[config.mk]
export PLATFORM = sky130hd
export DESIGN_NAME = ats21_req_arbiter
export DESIGN_NICKNAME = d
export VERILOG_FILES = /design/src/rtl/ats21_pkg.sv /design/src/rtl/ats21_rr_arb.sv /design/src/rtl/ats21_req_arbiter.sv
export SDC_FILE = /design/constraint.sdc
export NUM_CORES = 1
export LEC_CHECK = 0
export ABC_CLOCK_PERIOD_IN_PS = 4000
export BUFFER_PORTS_ARGS = -buffer_cell sky130_fd_sc_hd__buf_2
export CAP_MARGIN = 10
export CORE_MARGIN = 1.5
export CORE_UTILIZATION = 55
export DETAILED_ROUTE_END_ITERATION = 7
export PLACE_DENSITY = 0.78
export SLEW_MARGIN = 10
export SYNTH_ARGS = -nofsm -noshare
export SYNTH_HDL_FRONTEND = slang
export SYNTH_SLANG_ARGS = --single-unit
[constraint.sdc]
create_clock -name clk -period 4 [get_ports clk]
set_clock_uncertainty 0.05 [all_clocks]
set_input_delay 0.6 -clock clk [delete_from_list [all_inputs] [get_ports clk]]
set_output_delay 0.6 -clock clk [all_outputs]
set_load 0.02 [all_outputs]
[src/rtl/ats21_pkg.sv]
// ATS21 request arbiter shared types: opcodes, status codes, mode register
// layout, client identifiers and the grant-time permission check.
package ats21_pkg;

    localparam int ATS_CMD_W  = 32;
    localparam int ATS_WORD_W = 16;

    typedef enum logic [2:0] {
        NOP       = 3'b000,
        SET_CLK   = 3'b001,
        EN_CLK    = 3'b010,
        SET_MODE  = 3'b011,
        RSVD      = 3'b100,
        SET_ALARM = 3'b101,
        SET_CDOWN = 3'b110,
        EN_AT     = 3'b111
    } opcode_e;

    typedef enum logic [1:0] {
        ST_OK       = 2'b00,
        ST_PERM     = 2'b01,
        ST_INACTIVE = 2'b10,
        ST_ILLEGAL  = 2'b11
    } stat_e;

    typedef struct packed {
        logic       active;
        logic [1:0] at_perm;
        logic [1:0] bc_perm;
    } mode_t;

    typedef enum logic {
        CL_A = 1'b0,
        CL_B = 1'b1
    } client_e;

    localparam mode_t MODE_RESET = '{active: 1'b1, at_perm: 2'b11, bc_perm: 2'b11};

    // Status of an instruction at grant time; checks are evaluated in priority order.
    function automatic stat_e check_cmd(mode_t mode, client_e src, opcode_e op);
        stat_e st;
        st = ST_OK;
        if (!mode.active && op != SET_MODE)
            st = ST_INACTIVE;
        else if (op == NOP || op == RSVD)
            st = ST_ILLEGAL;
        else if ((op == SET_CLK || op == EN_CLK) && !mode.bc_perm[src])
            st = ST_PERM;
        else if ((op == SET_ALARM || op == SET_CDOWN || op == EN_AT) && !mode.at_perm[src])
            st = ST_PERM;
        else if (op == SET_MODE && src == CL_B)
            st = ST_PERM;
        return st;
    endfunction

endpackage

[src/rtl/ats21_rr_arb.sv]
// Two-requester arbiter for the ATS21 dispatch stage.
// Build option ATS_ARB_FIXED_PRIO_EN: client A always wins a simultaneous request.
// Default build: round-robin; the pointer only moves when both clients contend,
// so a lone requester never disturbs the fairness order.
module ats21_rr_arb
    import ats21_pkg::*;
(
    input  logic    clk,
    input  logic    reset,
    input  logic    req_a,
    input  logic    req_b,
    input  logic    accept,
    output logic    gnt_valid,
    output client_e gnt_src
);

    assign gnt_valid = req_a | req_b;

`ifdef ATS_ARB_FIXED_PRIO_EN
    logic unused_ok;
    assign unused_ok = ^{clk, reset, accept};

    // Fixed priority: A whenever it requests.
    always_comb begin
        gnt_src = req_a ? CL_A : CL_B;
    end
`else
    client_e ptr_q, ptr_d;

    // Grant selection: pointer decides only under contention.
    always_comb begin
        gnt_src = CL_A;
        if (req_a && req_b)
            gnt_src = ptr_q;
        else if (req_b)
            gnt_src = CL_B;
    end

    // Pointer moves past the winner of a contended, accepted grant.
    always_comb begin
        ptr_d = ptr_q;
        if (accept && req_a && req_b)
            ptr_d = (gnt_src == CL_A) ? CL_B : CL_A;
    end

    // Pointer register; reset favours client A.
    always_ff @(posedge clk) begin
        if (reset)
            ptr_q <= CL_A;
        else
            ptr_q <= ptr_d;
    end
`endif

endmodule

[src/rtl/ats21_req_arbiter.sv]
// ATS21 front end: captures two-word instructions from clients A and B into
// one-deep slots, arbitrates, applies the mode/permission register and issues
// one command at a time to the engine, returning per-client status pulses.
// Build option ATS_ARB_FIXED_PRIO_EN selects fixed A-over-B priority.
module ats21_req_arbiter
    import ats21_pkg::*;
#(
    parameter int CMD_W  = ATS_CMD_W,
    parameter int WORD_W = ATS_WORD_W
) (
    input  logic              clk,
    input  logic              reset,
    input  logic              req,
    input  logic [WORD_W-1:0] ctrlA,
    input  logic [WORD_W-1:0] ctrlB,
    output logic              ready,
    output logic              cmd_valid,
    input  logic              cmd_ready,
    output logic              cmd_src,
    output logic [CMD_W-1:0]  cmd_instr,
    output logic              resp_a_valid,
    output logic              resp_b_valid,
    output logic [1:0]        stat_a,
    output logic [1:0]        stat_b,
    output logic              ovf
);

    typedef enum logic {CAP_IDLE, CAP_W1} cap_state_e;
    typedef enum logic [1:0] {D_IDLE, D_ISSUE, D_RESP} dsp_state_e;

    cap_state_e        cap_state_q, cap_state_d;
    dsp_state_e        dsp_state_q, dsp_state_d;
    logic [WORD_W-1:0] w0a_q, w0a_d, w0b_q, w0b_d;
    logic [CMD_W-1:0]  slot_a_q, slot_a_d, slot_b_q, slot_b_d;
    logic              full_a_q, full_a_d, full_b_q, full_b_d;
    logic              ovf_q, ovf_d;
    mode_t             mode_q, mode_d;
    logic              cmd_valid_q, cmd_valid_d;
    client_e           cmd_src_q, cmd_src_d;
    logic [CMD_W-1:0]  cmd_instr_q, cmd_instr_d;
    logic              resp_a_q, resp_a_d, resp_b_q, resp_b_d;
    stat_e             stat_a_q, stat_a_d, stat_b_q, stat_b_d;

    logic              gnt_valid, accept;
    client_e           gnt_src;
    logic [CMD_W-1:0]  gnt_instr;
    opcode_e           gnt_op;
    stat_e             gnt_stat;
    logic              free_a, free_b, done;
    client_e           done_src;
    stat_e             done_stat;

    assign accept    = (dsp_state_q == D_IDLE) && gnt_valid;
    assign gnt_instr = (gnt_src == CL_B) ? slot_b_q : slot_a_q;
    assign gnt_op    = opcode_e'(gnt_instr[CMD_W-1 -: 3]);
    assign gnt_stat  = check_cmd(mode_q, gnt_src, gnt_op);

    ats21_rr_arb u_arb (
        .clk       (clk),
        .reset     (reset),
        .req_a     (full_a_q),
        .req_b     (full_b_q),
        .accept    (accept),
        .gnt_valid (gnt_valid),
        .gnt_src   (gnt_src)
    );

    // Dispatch FSM: grant/check, engine handshake, one-cycle response gap.
    always_comb begin
        dsp_state_d = dsp_state_q;
        mode_d      = mode_q;
        cmd_valid_d = cmd_valid_q;
        cmd_src_d   = cmd_src_q;
        cmd_instr_d = cmd_instr_q;
        resp_a_d    = 1'b0;
        resp_b_d    = 1'b0;
        stat_a_d    = stat_a_q;
        stat_b_d    = stat_b_q;
        free_a      = 1'b0;
        free_b      = 1'b0;
        done        = 1'b0;
        done_src    = CL_A;
        done_stat   = ST_OK;
        case (dsp_state_q)
            D_IDLE: begin
                if (gnt_valid) begin
                    if (gnt_stat != ST_OK || gnt_op == SET_MODE) begin
                        done        = 1'b1;
                        done_src    = gnt_src;
                        done_stat   = gnt_stat;
                        if (gnt_stat == ST_OK)
                            mode_d = mode_t'({gnt_instr[CMD_W-4], gnt_instr[CMD_W-5 -: 2],
                                              gnt_instr[CMD_W-7 -: 2]});
                        dsp_state_d = D_RESP;
                    end else begin
                        cmd_valid_d = 1'b1;
                        cmd_src_d   = gnt_src;
                        cmd_instr_d = gnt_instr;
                        dsp_state_d = D_ISSUE;
                    end
                end
            end
            D_ISSUE: begin
                if (cmd_ready) begin
                    done        = 1'b1;
                    done_src    = cmd_src_q;
                    cmd_valid_d = 1'b0;
                    dsp_state_d = D_RESP;
                end
            end
            D_RESP:  dsp_state_d = D_IDLE;
            default: dsp_state_d = D_IDLE;
        endcase
        if (done) begin
            if (done_src == CL_A) begin
                free_a   = 1'b1;
                resp_a_d = 1'b1;
                stat_a_d = done_stat;
            end else begin
                free_b   = 1'b1;
                resp_b_d = 1'b1;
                stat_b_d = done_stat;
            end
        end
    end

    // Capture FSM: word0 latch, then slot write on word1; freeing a slot on the
    // same edge makes room for the incoming frame.
    always_comb begin
        cap_state_d = cap_state_q;
        w0a_d       = w0a_q;
        w0b_d       = w0b_q;
        slot_a_d    = slot_a_q;
        slot_b_d    = slot_b_q;
        full_a_d    = full_a_q & ~free_a;
        full_b_d    = full_b_q & ~free_b;
        ovf_d       = ovf_q;
        case (cap_state_q)
            CAP_IDLE: begin
                if (req) begin
                    w0a_d       = ctrlA;
                    w0b_d       = ctrlB;
                    cap_state_d = CAP_W1;
                end
            end
            CAP_W1: begin
                cap_state_d = CAP_IDLE;
                if (w0a_q[WORD_W-1 -: 3] != NOP) begin
                    if (full_a_d) begin
                        ovf_d = 1'b1;
                    end else begin
                        full_a_d = 1'b1;
                        slot_a_d = {w0a_q, ctrlA};
                    end
                end
                if (w0b_q[WORD_W-1 -: 3] != NOP) begin
                    if (full_b_d) begin
                        ovf_d = 1'b1;
                    end else begin
                        full_b_d = 1'b1;
                        slot_b_d = {w0b_q, ctrlB};
                    end
                end
            end
            default: cap_state_d = CAP_IDLE;
        endcase
    end

    // Control and visible output registers, cleared by reset.
    always_ff @(posedge clk) begin
        if (reset) begin
            cap_state_q <= CAP_IDLE;
            dsp_state_q <= D_IDLE;
            full_a_q    <= 1'b0;
            full_b_q    <= 1'b0;
            ovf_q       <= 1'b0;
            mode_q      <= MODE_RESET;
            cmd_valid_q <= 1'b0;
            cmd_src_q   <= CL_A;
            cmd_instr_q <= '0;
            resp_a_q    <= 1'b0;
            resp_b_q    <= 1'b0;
            stat_a_q    <= ST_OK;
            stat_b_q    <= ST_OK;
        end else begin
            cap_state_q <= cap_state_d;
            dsp_state_q <= dsp_state_d;
            full_a_q    <= full_a_d;
            full_b_q    <= full_b_d;
            ovf_q       <= ovf_d;
            mode_q      <= mode_d;
            cmd_valid_q <= cmd_valid_d;
            cmd_src_q   <= cmd_src_d;
            cmd_instr_q <= cmd_instr_d;
            resp_a_q    <= resp_a_d;
            resp_b_q    <= resp_b_d;
            stat_a_q    <= stat_a_d;
            stat_b_q    <= stat_b_d;
        end
    end

    // Instruction data registers; contents are qualified by the full flags.
    always_ff @(posedge clk) begin
        w0a_q    <= w0a_d;
        w0b_q    <= w0b_d;
        slot_a_q <= slot_a_d;
        slot_b_q <= slot_b_d;
    end

    assign ready        = (cap_state_q == CAP_IDLE) && !full_a_q && !full_b_q;
    assign cmd_valid    = cmd_valid_q;
    assign cmd_src      = cmd_src_q;
    assign cmd_instr    = cmd_instr_q;
    assign resp_a_valid = resp_a_q;
    assign resp_b_valid = resp_b_q;
    assign stat_a       = stat_a_q;
    assign stat_b       = stat_b_q;
    assign ovf          = ovf_q;

endmodule

==> results of run 1 <==
cells in the final DEF (no fill, tap or decap), types with 2 or more instances in the layout:
cell type and instances:
nor2b_4 2, clkinv_1 2, nand4_1 2, a31o_2 2, nor2b_1 5, or3_1 2
a21bo_2 2, a21oi_1 7, a21oi_4 2, mux2i_1 3, clkinv_4 3, bufinv_16 3
nand3_1 8, clkinvlp_4 2, buf_4 5, nand2_1 71, nor2_1 37, inv_1 4
buf_2 77, a311oi_2 32, dfxtp_1 52, nor2_2 4, edfxtp_1 96, o21ai_0 5
clkbuf_16 16, and2_1 3, a211o_1 4, clkinv_2 3, o31ai_1 3
layout make-up:
| type | count | area (um^2) | area share (%) |
|---|---|---|---|
| Timing Repair Buffer | 82 | 422.9 | 6.404 |
| Inverter | 4 | 15.01 | 0.2274 |
| Sequential cell | 148 | 3924 | 59.42 |
| Tap cell | 133 | 166.4 | 2.520 |
| Clock inverter | 14 | 162.7 | 2.463 |
| Clock buffer | 18 | 417.9 | 6.328 |
| Multi-Input combinational cell | 216 | 1495 | 22.64 |
metal layers:
layer  vias up  GRT usage, %  part of all wire (%)
li1       1602             -                     -
met1      1654         26.87                    42
met2       122         33.21                    51
met3        12         6.328                   6.0
met4         0         7.937                   1.4
met5         -             0                     0
power groups by stage:
stage               Sequential, uW  Clock [uW]  Combinational (uW)
global route                  1790        1630                 402
global placement              1810           0                 357
finish                        1780        1530                 369
floorplan                     1850           0                 240
CTS                           1780        1560                 374
detailed placement            1810           0                 369
logic make-up after synthesis:
logic type | after synthesis | synth area share, %
buf+inv | 28 | 3.995
xor+xnor | 1 | 0.1563
simple gates | 146 | 12.19
mux | 3 | 0.5357
compound gates | 66 | 13.13
flops | 148 | 70.00
sequential cells by signal, summed over array words and instances, names as in the netlist:
signal        count
w0b_q            16
resp_a_valid      1
stat_a            2
cap_state_q       1
w0a_q            16
full_b_q          1
cmd_src           1
mode_q            5
u_arb.ptr_q       1
stat_b            2
ovf               1
cmd_valid         1
dsp_state_q       2
slot_a_q         32
slot_b_q         32
cmd_instr        32
full_a_q          1
resp_b_valid      1
worst paths after layout:
kind	depth (start not counted)	from	end	slack [ns]
max reg2reg	7	full_a_q$_SDFF_PP0_	slot_a_q[6]$_DFFE_PP_	0.96
min	1	ctrlB[6]	slot_b_q[6]$_DFFE_PP_	0.22
min reg2reg	0	w0b_q[4]$_DFFE_PP_	slot_b_q[20]$_DFFE_PP_	0.37
max	7	full_a_q$_SDFF_PP0_	slot_a_q[6]$_DFFE_PP_	0.96
per-stage QoR:
step	instance area, um^2	utilization [%]
4_1_cts	6604	67.25
6_report	6604	67.25
3_5_place_dp	6023	61.34
3_3_place_gp	6023	61.34
5_1_grt	6604	67.25
2_1_floorplan	5605	-
==> impl_results.md, run 1 <==
- Status: complete, no violations
- Ant. Diodes: 0
- Clock Latency Late Sink: 0.52 ns
- Critical Path End Type: flop
- Sw frac: 23.95%
- Max-Cap Viols: 0
- DR pass1 iterations: 5
- Crit Path Class: flop to flop
- Htree depth: 4
- Fin. Hold Viols: 0
- Port-buffer cells: 77
- Post-Synthesis Cells: 392
- Setup TNS: 0 ns
- Post-CTS Setup Bufs: 0
- Synth Cell Area: 5605 um^2
- Synth warn: 0
- Slew HR: between 30% and 40%
- Total number of vias: approximately 3400
- Synth area leader: edfxtp_1
- Clock power share: 41.6%
- GRT overflow: 0
- CTS sink cnt: between 100 and 150
- Die area: 10810 um^2
- Synth Register Bits: approximately 150
- Count leader, synth: edfxtp_1
- Crit path DAT: 3.19 ns
- Crit share post-route: between 70% and 80%
- Fillcell total: 723
- PostCTS Resize Cnt: 0
- Setup violations, final: 0
- Starting Density: 57.08%
- Cells along the critical path: nor2b_4 > o211ai_1 > and4_1 > a31o_2 > and2_1 > a21oi_4 > buf_4
- Share of flip-flops with an asynchronous set or reset: 0%
- Dpl cells: 583
- Largest net degree at the start of global routing: 68
- Area Growth Syn to Fin: 17.81%
- Sequential power share: 48.4%
- Post-route minimum period: 3.040 ns
- Critical path buffers and inverters: 1
- Die width: 104.0 um
- Main flop type after synthesis: edfxtp_1
- Worst hold margin: 0.2183 ns
- Delay of the slowest critical-path stage: 0.56 ns
- HP Class: primary input to flop
- Core area: 9819 um^2
- Logic pwr share: between 10% and 20%
- Synth top area share: 51.43%
- Final non-filler cell total: between 600 and 700
- Family with the most delay on the worst path: compound AO/OA/AOI/OAI gates
- Worst Max-Slew Pin Slew: approximately 0.95 ns
- Netlist cell types: 46
- EDFF count, synth: 96
- Internal power: approximately 2800 uW
- DRC Markers: 0
- Row count: 36
- Final Max Tran Viols: 0
- Share of post-route cells with drive strength above 1: 34.23%
- I/O pin count: 78
- CTS clock-pin slew for the worst setup and hold paths: roughly 0.06 ns
- Post-synth top cells: edfxtp_1 (96), nand2_1 (71), dfxtp_1 (52)
- Final wirelength: ~11000 um
- Vias per std cell: 5.512
- DR iter-0 viols: 203
- Pre-CTS WS: around 1 ns
- DR WL/cell: between 15 and 20 um
- Worst Path Max Fanout: 17
- Clock buffer depth: 2
- Critical-path top delay cell: dfxtp_1
- CTS tree: yes
- Antenna violations before repair: 0
- Synth Net Count: 428
- Hpwl dp: 6546 um
- Dominant cells by area after synthesis: edfxtp_1 (51%), dfxtp_1 (19%), a311oi_2 (8.6%)
- All-layer global routing usage: between 20% and 30%
- Total Power: roughly 3700 uW
- Clk root buf: clkbuf_8
- FMAX: 328.9 MHz
- Routed Antenna Nets: 0
- Startpoint Class: flop
- Leak: around 0.0024 uW
- Max VDD drop: 413.1 uV
- Final WS setup: 0.9598 ns
- Switch Pwr: 882.4 uW
- Placer's final routability congestion estimate: about 0.84
- CTS Buf Count: 17
- CTS Hold Bufs: 0
- Final net count: 505
- Die H: just over 100 um
- First-pass GRT wire length: 17210 um
- Worst endpoint required time: 4.15 ns
- Vias in the first global route: 3277
- Pwr per Cell Area: 558.0 nW/um^2
- Seq/Total Area, Yosys: a little over two thirds
- RSZ-0062 raised after global routing: no
- Mean cell area of the mapped netlist: 14.30 um^2
Power figures use the tool's default switching activity.
==> run 2, diff against run 1 <==
ABC_AREA = 1   (was not set)
ABC_CLOCK_PERIOD_IN_PS = 2650   (was 4000)
CORE_UTILIZATION = 50   (was 55)
PLACE_DENSITY = 0.75   (was 0.78)
clock period = 2.65 ns   (was 4 ns; I/O delays follow)
==> impl_results.md, run 2 <==
- Cells along the critical path: nand2_2 > nand2_4 > buf_4 > o21ai_1 > nand2_1 > nand2_1 > inv_2 > nand3_4 > nand2_1 > nand2_1 > nand3_2 > a21oi_4 > buf_4
- Most frequent cells in the layout: edfxtp_1 (96), buf_2 (77), nand2_1 (75)
- DR WL/cell: 15.83 um (-8.9%)
- Synth warn: 0 (unchanged)
- Share of flip-flops with an asynchronous set or reset: 0% (unchanged)
- Post-synth top cells: edfxtp_1 (96), nand2_1 (75), dfxtp_1 (52)
- Placer's final routability congestion estimate: 0.8735 (+4.1%)
- Status: complete, no violations
- Mean cell area of the mapped netlist: 12.66 um^2 (-11%)
- Synth top area share: 54.88% (+3.5 points)
- Count leader, synth: edfxtp_1
- Max VDD drop: 503.2 uV (+22%)
- CTS tree: yes
- I/O pin count: 78 (unchanged)
- HP Class: primary input to flop
- Die area: 11130 um^2 (+3.0%)
- Seq/Total Area, Yosys: 74.70% (+4.7 points)
- Htree depth: 4 (unchanged)
- Final core occ: 63.57% (-3.7 points)
- Setup TNS: 0 ns (unchanged)
- CTS Buf Count: 17 (unchanged)
- RSZ-0062 raised after global routing: no
- Core area: 10280 um^2 (+4.7%)
- Total number of vias: 3452 (+1.8%)
- Worst Path Max Fanout: 14 (-3)
- Post-Synthesis Cells: 415 (+5.9%)
- EDFF count, synth: 96 (unchanged)
- Main flop type after synthesis: edfxtp_1
- Synth Cell Area: 5253 um^2 (-6.3%)
- Worst endpoint required time: 2.82 ns (-1.33 ns)
- Slew HR: 54.14% (+18 points)
- Most common cell after layout, fill and taps aside: edfxtp_1
- Share of post-route cells with drive strength above 1: 25.95% (-8.3 points)
- Synth Register Bits: 148 (unchanged)
- Critical-path top delay cell: dfxtp_2
- Setup violations, final: 0 (unchanged)
- Worst Max-Slew Pin Slew: 0.6871 ns (-0.2664 ns)
- Synth area leader: edfxtp_1
- Synth Net Count: 451 (+5.4%)
- Dominant cells by area after synthesis: edfxtp_1 (55%), dfxtp_1 (20%), nand2_1 (5.4%)
- Die width: 105.5 um (+1.5%)
- DR pass1 iterations: 4 (-1)
- Port-buffer cells: 77 (unchanged)
- Pwr per Cell Area: 857.8 nW/um^2 (+54%)
- Final wirelength: 10510 um (-1.6%)
- Leak: 0.002676 uW (+11%)
- Clock buffer depth: 2 (unchanged)
- Die H: 105.5 um (+1.5%)
- Final net count: 551 (+9.1%)
- DRC Markers: 0 (unchanged)
- FMAX: 419.1 MHz (+27%)
- Clk root buf: clkbuf_8
- Family with the most delay on the worst path: simple AND/OR/NAND/NOR gates
- Max-Cap Viols: 0 (unchanged)
- Post-route minimum period: 2.386 ns (-0.6540 ns)
- CTS clock-pin slew for the worst setup and hold paths: 0.06 ns (about the same)
- Hpwl dp: 6681 um (+2.1%)
- Critical path buffers and inverters: 3 (+2)
- Startpoint Class: flop
- Delay of the slowest critical-path stage: 0.36 ns (-0.20 ns)
- Vias in the first global route: 3455 (+5.4%)
- Critical Path End Type: flop
- All-layer global routing usage: 20.22% (-0.59 points)
- Most used cell, CP: nand2_1
- Antenna violations before repair: 0 (unchanged)
- DR iter-0 viols: 206 (+1.5%)
- Starting Density: 51.11% (-6.0 points)
- Post-CTS Setup Bufs: 0 (unchanged)
- Netlist cell types: 28 (-39%)
- Routed Antenna Nets: 0 (unchanged)
- Final Max Tran Viols: 0 (unchanged)
- Vias per std cell: 5.199 (-5.7%)
- GRT overflow: 0 (unchanged)
- Row count: 37 (+2.8%)
- Fin. Hold Viols: 0 (unchanged)
- Crit path DAT: 2.55 ns (-0.64 ns)
- Largest net degree at the start of global routing: 45 (-34%)
- Ant. Diodes: 0 (unchanged)
- First-pass GRT wire length: 16960 um (-1.4%)
- Crit Path Class: flop to flop
- Clock Latency Late Sink: 0.52 ns (about the same)
- Area Growth Syn to Fin: 24.39%
- CTS sink cnt: 148 (unchanged)
- Crit share post-route: 90.05% (+14 points)
-- run 2: timing repair --
item / CTS / global route
setup endpoints to repair: 0 / 64
resized for setup: 0 / 2
hold buffers: 10 / 0
endpoints found under the hold margin: 18 / 0
-- run 2: final timing paths --
path,cells past startpoint,from,endpoint,slack (ns)
min reg2reg,0,w0a_q[0]$_DFFE_PP_,slot_a_q[16]$_DFFE_PP_,0.37
max,13,full_a_q$_SDFF_PP0_,slot_a_q[1]$_DFFE_PP_,0.26
max reg2reg,13,full_a_q$_SDFF_PP0_,slot_a_q[1]$_DFFE_PP_,0.26
min,1,ctrlB[10],w0b_q[10]$_DFFE_PP_,0.03
-- run 2: layout make-up --
class                      count  area, um^2
timing repair buffer         100       620.6
tap                          136       170.2
inverter                      28       105.1
fill                         786        3744
clock buffer                  18       417.9
clock inverter                14       161.4
sequential                   148        3925
multi-input combinational    220        1134
-- run 2: metrics by stage --
stage	instances	area, um^2	setup WS, ns	hold slack (ns)	power [uW]
finish	664	6534	0.2638	0.02584	5604
global route	664	6534	0.03439	0.004512	5803
CTS	664	6528	0.07187	0.0007598	5640
detailed placement	622	5848	0.1060	0.3545	3312
global placement	622	5848	0.2252	0.3516	3294
floorplan	415	5264	0.07552	0.3503	3106
-- run 2: cells by family (layout without fill, tap and decap cells) --
group	Yosys count	after routing	share of synthesized area [%]
flip-flops	148	148	74.70
buffers and inverters	47	160	4.169
AO/OA/AOI/OAI	86	86	9.481
multiplexers	5	5	0.9529
AND/OR/NAND/NOR	129	129	10.70
-- run 2: power by group --
group | switching (uW) | internal [uW] | leakage, uW
Combinational | 387 | 197 | 0.00107
Clock | 901 | 1430 | 0.000276
Sequential | 64.6 | 2630 | 0.00132
-- run 2: layer usage --
layer,vias up,share of wire [%],global-route usage [%]
li1,1676,-,-
met1,1654,42,24.64
met2,110,50,33.89
met3,12,6.2,5.751
met4,0,1.2,8.494
met5,-,0,0
==> run 3, diff against run 2 <==
==> constraint.sdc (replaced) <==
create_clock -name clk -period 2.65 [get_ports clk]
set_clock_uncertainty 0.05 [all_clocks]
set_input_delay 0.6625 -clock clk [delete_from_list [all_inputs] [get_ports clk]]
set_output_delay 0.6625 -clock clk [all_outputs]
set_load 0.02 [all_outputs]
==> impl_results.md, run 3 (synthesized netlist as in run 2, its figures left out) <==
- Clock Latency Late Sink: 0.51 ns (about the same)
- Ant. Diodes: 0 (unchanged)
- Setup violations, final: 0 (unchanged)
- Reg2reg start: full_a_q$_SDFF_PP0_
- Total Power: 5540 uW (-1.1%)
- Final wirelength: 10340 um (-1.6%)
- Post-CTS Setup Bufs: 0 (unchanged)
- Critical Path End Type: flop
- Crit Path Class: flop to flop
- Status: complete, no violations
- Final non-filler cell total: 653 (-1.7%)
- Most common cell after layout, fill and taps aside: edfxtp_1
- Worst Max-Slew Pin Slew: 0.4507 ns (-0.2364 ns)
- Area Growth Syn to Fin: 22.18%
- Final Max Tran Viols: 0 (unchanged)
- Vias in the first global route: 3394 (-1.8%)
- First-pass GRT wire length: 16230 um (-4.3%)
- Fin. Hold Viols: 0 (unchanged)
- All-layer global routing usage: 19.52% (-0.70 points)
- Worst endpoint required time: 2.81 ns (about the same)
- Clk root buf: clkbuf_8
- Htree depth: 4 (unchanged)
- CTS sink cnt: 148 (unchanged)
- DR WL/cell: 15.84 um (about the same)
- Crit path DAT: 2.56 ns (about the same)
- Die H: 105.5 um (unchanged)
- Core area: 10280 um^2 (unchanged)
- Die area: 11130 um^2 (unchanged)
- Post-route minimum period: 2.398 ns (+0.01128 ns)
- Clock buffer depth: 2 (unchanged)
- GRT overflow: 0 (unchanged)
- Pwr per Cell Area: 863.3 nW/um^2 (+0.64%)
- Largest net degree at the start of global routing: 45 (unchanged)
- Most frequent cells in the layout: edfxtp_1 (96), buf_2 (77), nand2_1 (75)
- Share of post-route cells with drive strength above 1: 26.31% (+0.36 points)
- CTS tree: yes
- DR pass1 iterations: 5 (+1)
- Routed Antenna Nets: 0 (unchanged)
- DRC Markers: 0 (unchanged)
- Die width: 105.5 um (unchanged)
- DR iter-0 viols: 141 (-32%)
- Worst Path Max Fanout: 13 (-1)
- Port-buffer cells: 77 (unchanged)
- DP Area: 5841 um^2 (-0.13%)
- Final core occ: 62.44% (-1.1 points)
- Startpoint Class: flop
- FMAX: 417.1 MHz (-0.47%)
- Row count: 37 (unchanged)
- Max VDD drop: 451.0 uV (-10%)
- Vias per std cell: 5.194 (about the same)
- Setup crit start: full_a_q$_SDFF_PP0_
- Dpl cells: 621 (-0.16%)
- Antenna violations before repair: 0 (unchanged)
- Setup TNS: 0 ns (unchanged)
- Hpwl dp: 6698 um (+0.25%)
- CTS Buf Count: 17 (unchanged)
- Crit share post-route: 90.47% (+0.43 points)
- HP Class: primary input to flop
- RSZ-0062 raised after global routing: no
- Final instance area: 6417 um^2 (-1.8%)
- Slew HR: 69.96% (+16 points)
- Total number of vias: 3392 (-1.7%)
- Starting Density: 51.11% (unchanged)
- CTS clock-pin slew for the worst setup and hold paths: 0.06 ns (about the same)
- Leak: 0.002631 uW (-1.7%)
- Final net count: 540 (-2.0%)
- Max-Cap Viols: 0 (unchanged)
- I/O pin count: 78 (unchanged)
- Placer's final routability congestion estimate: 0.8491 (-2.8%)
- Hold_sp: ctrlB[12]
## run 3: stage by stage
step	setup WS (ns)	hold WS, ns
2_1_floorplan	0.07552	0.3503
3_3_place_gp	0.2379	0.3518
3_5_place_dp	0.06081	0.3545
4_1_cts	0.01407	0.2588
5_1_grt	0.04248	0.2697
6_report	0.2525	0.2880
## run 3: power breakdown
part / leakage (uW) / switching, uW / internal [uW]
clock: 0.000278 / 867 / 1410
sequential: 0.00132 / 66.3 / 2630
combinational: 0.00103 / 382 / 186
total: 0.00263 / 1320 / 4220
## run 3: what timing repair did
action | in CTS | in global routing
setup endpoints to repair | 0 | 64
hold endpoints to repair | 0 | 0
gates resized for setup | 0 | 3
hold buffers | 0 | 0
## run 3: final cells by class
class	instances	area, um^2
tap	136	170.2
sequential	148	3925
multi-input combinational	220	1134
timing repair buffer	89	513.0
fill	818	3860
clock inverter	9	103.9
inverter	28	105.1
clock buffer	23	466.7
## run 3: path summary, 6_finish.rpt
kind	endpoint	slack, ns	depth (start not counted)
max	slot_a_q[0]$_DFFE_PP_	0.25	13
min	w0b_q[12]$_DFFE_PP_	0.29	1
min reg2reg	slot_b_q[25]$_DFFE_PP_	0.37	0
max reg2reg	slot_a_q[0]$_DFFE_PP_	0.25	13
## run 3: critical path, stage by stage, from the launching register on
cell and delay [ns]:
dfxtp_2 0.41, nand2_2 0.14, nand2_4 0.16, nand2_1 0.09
nand2_1 0.12, nand3_1 0.12, nand2_1 0.10, inv_2 0.05
nand3_4 0.10, nand2_1 0.08, nand2_1 0.07, nand3_2 0.16
a21oi_4 0.21, buf_4 0.21
## run 3: metal layers
metal	global-route usage (%)	part of all wire [%]	up-vias
met5	0	0	-
met4	8.977	1.6	0
met3	5.813	5.8	16
met2	32.96	50	91
met1	23.05	43	1636
li1	-	-	1649
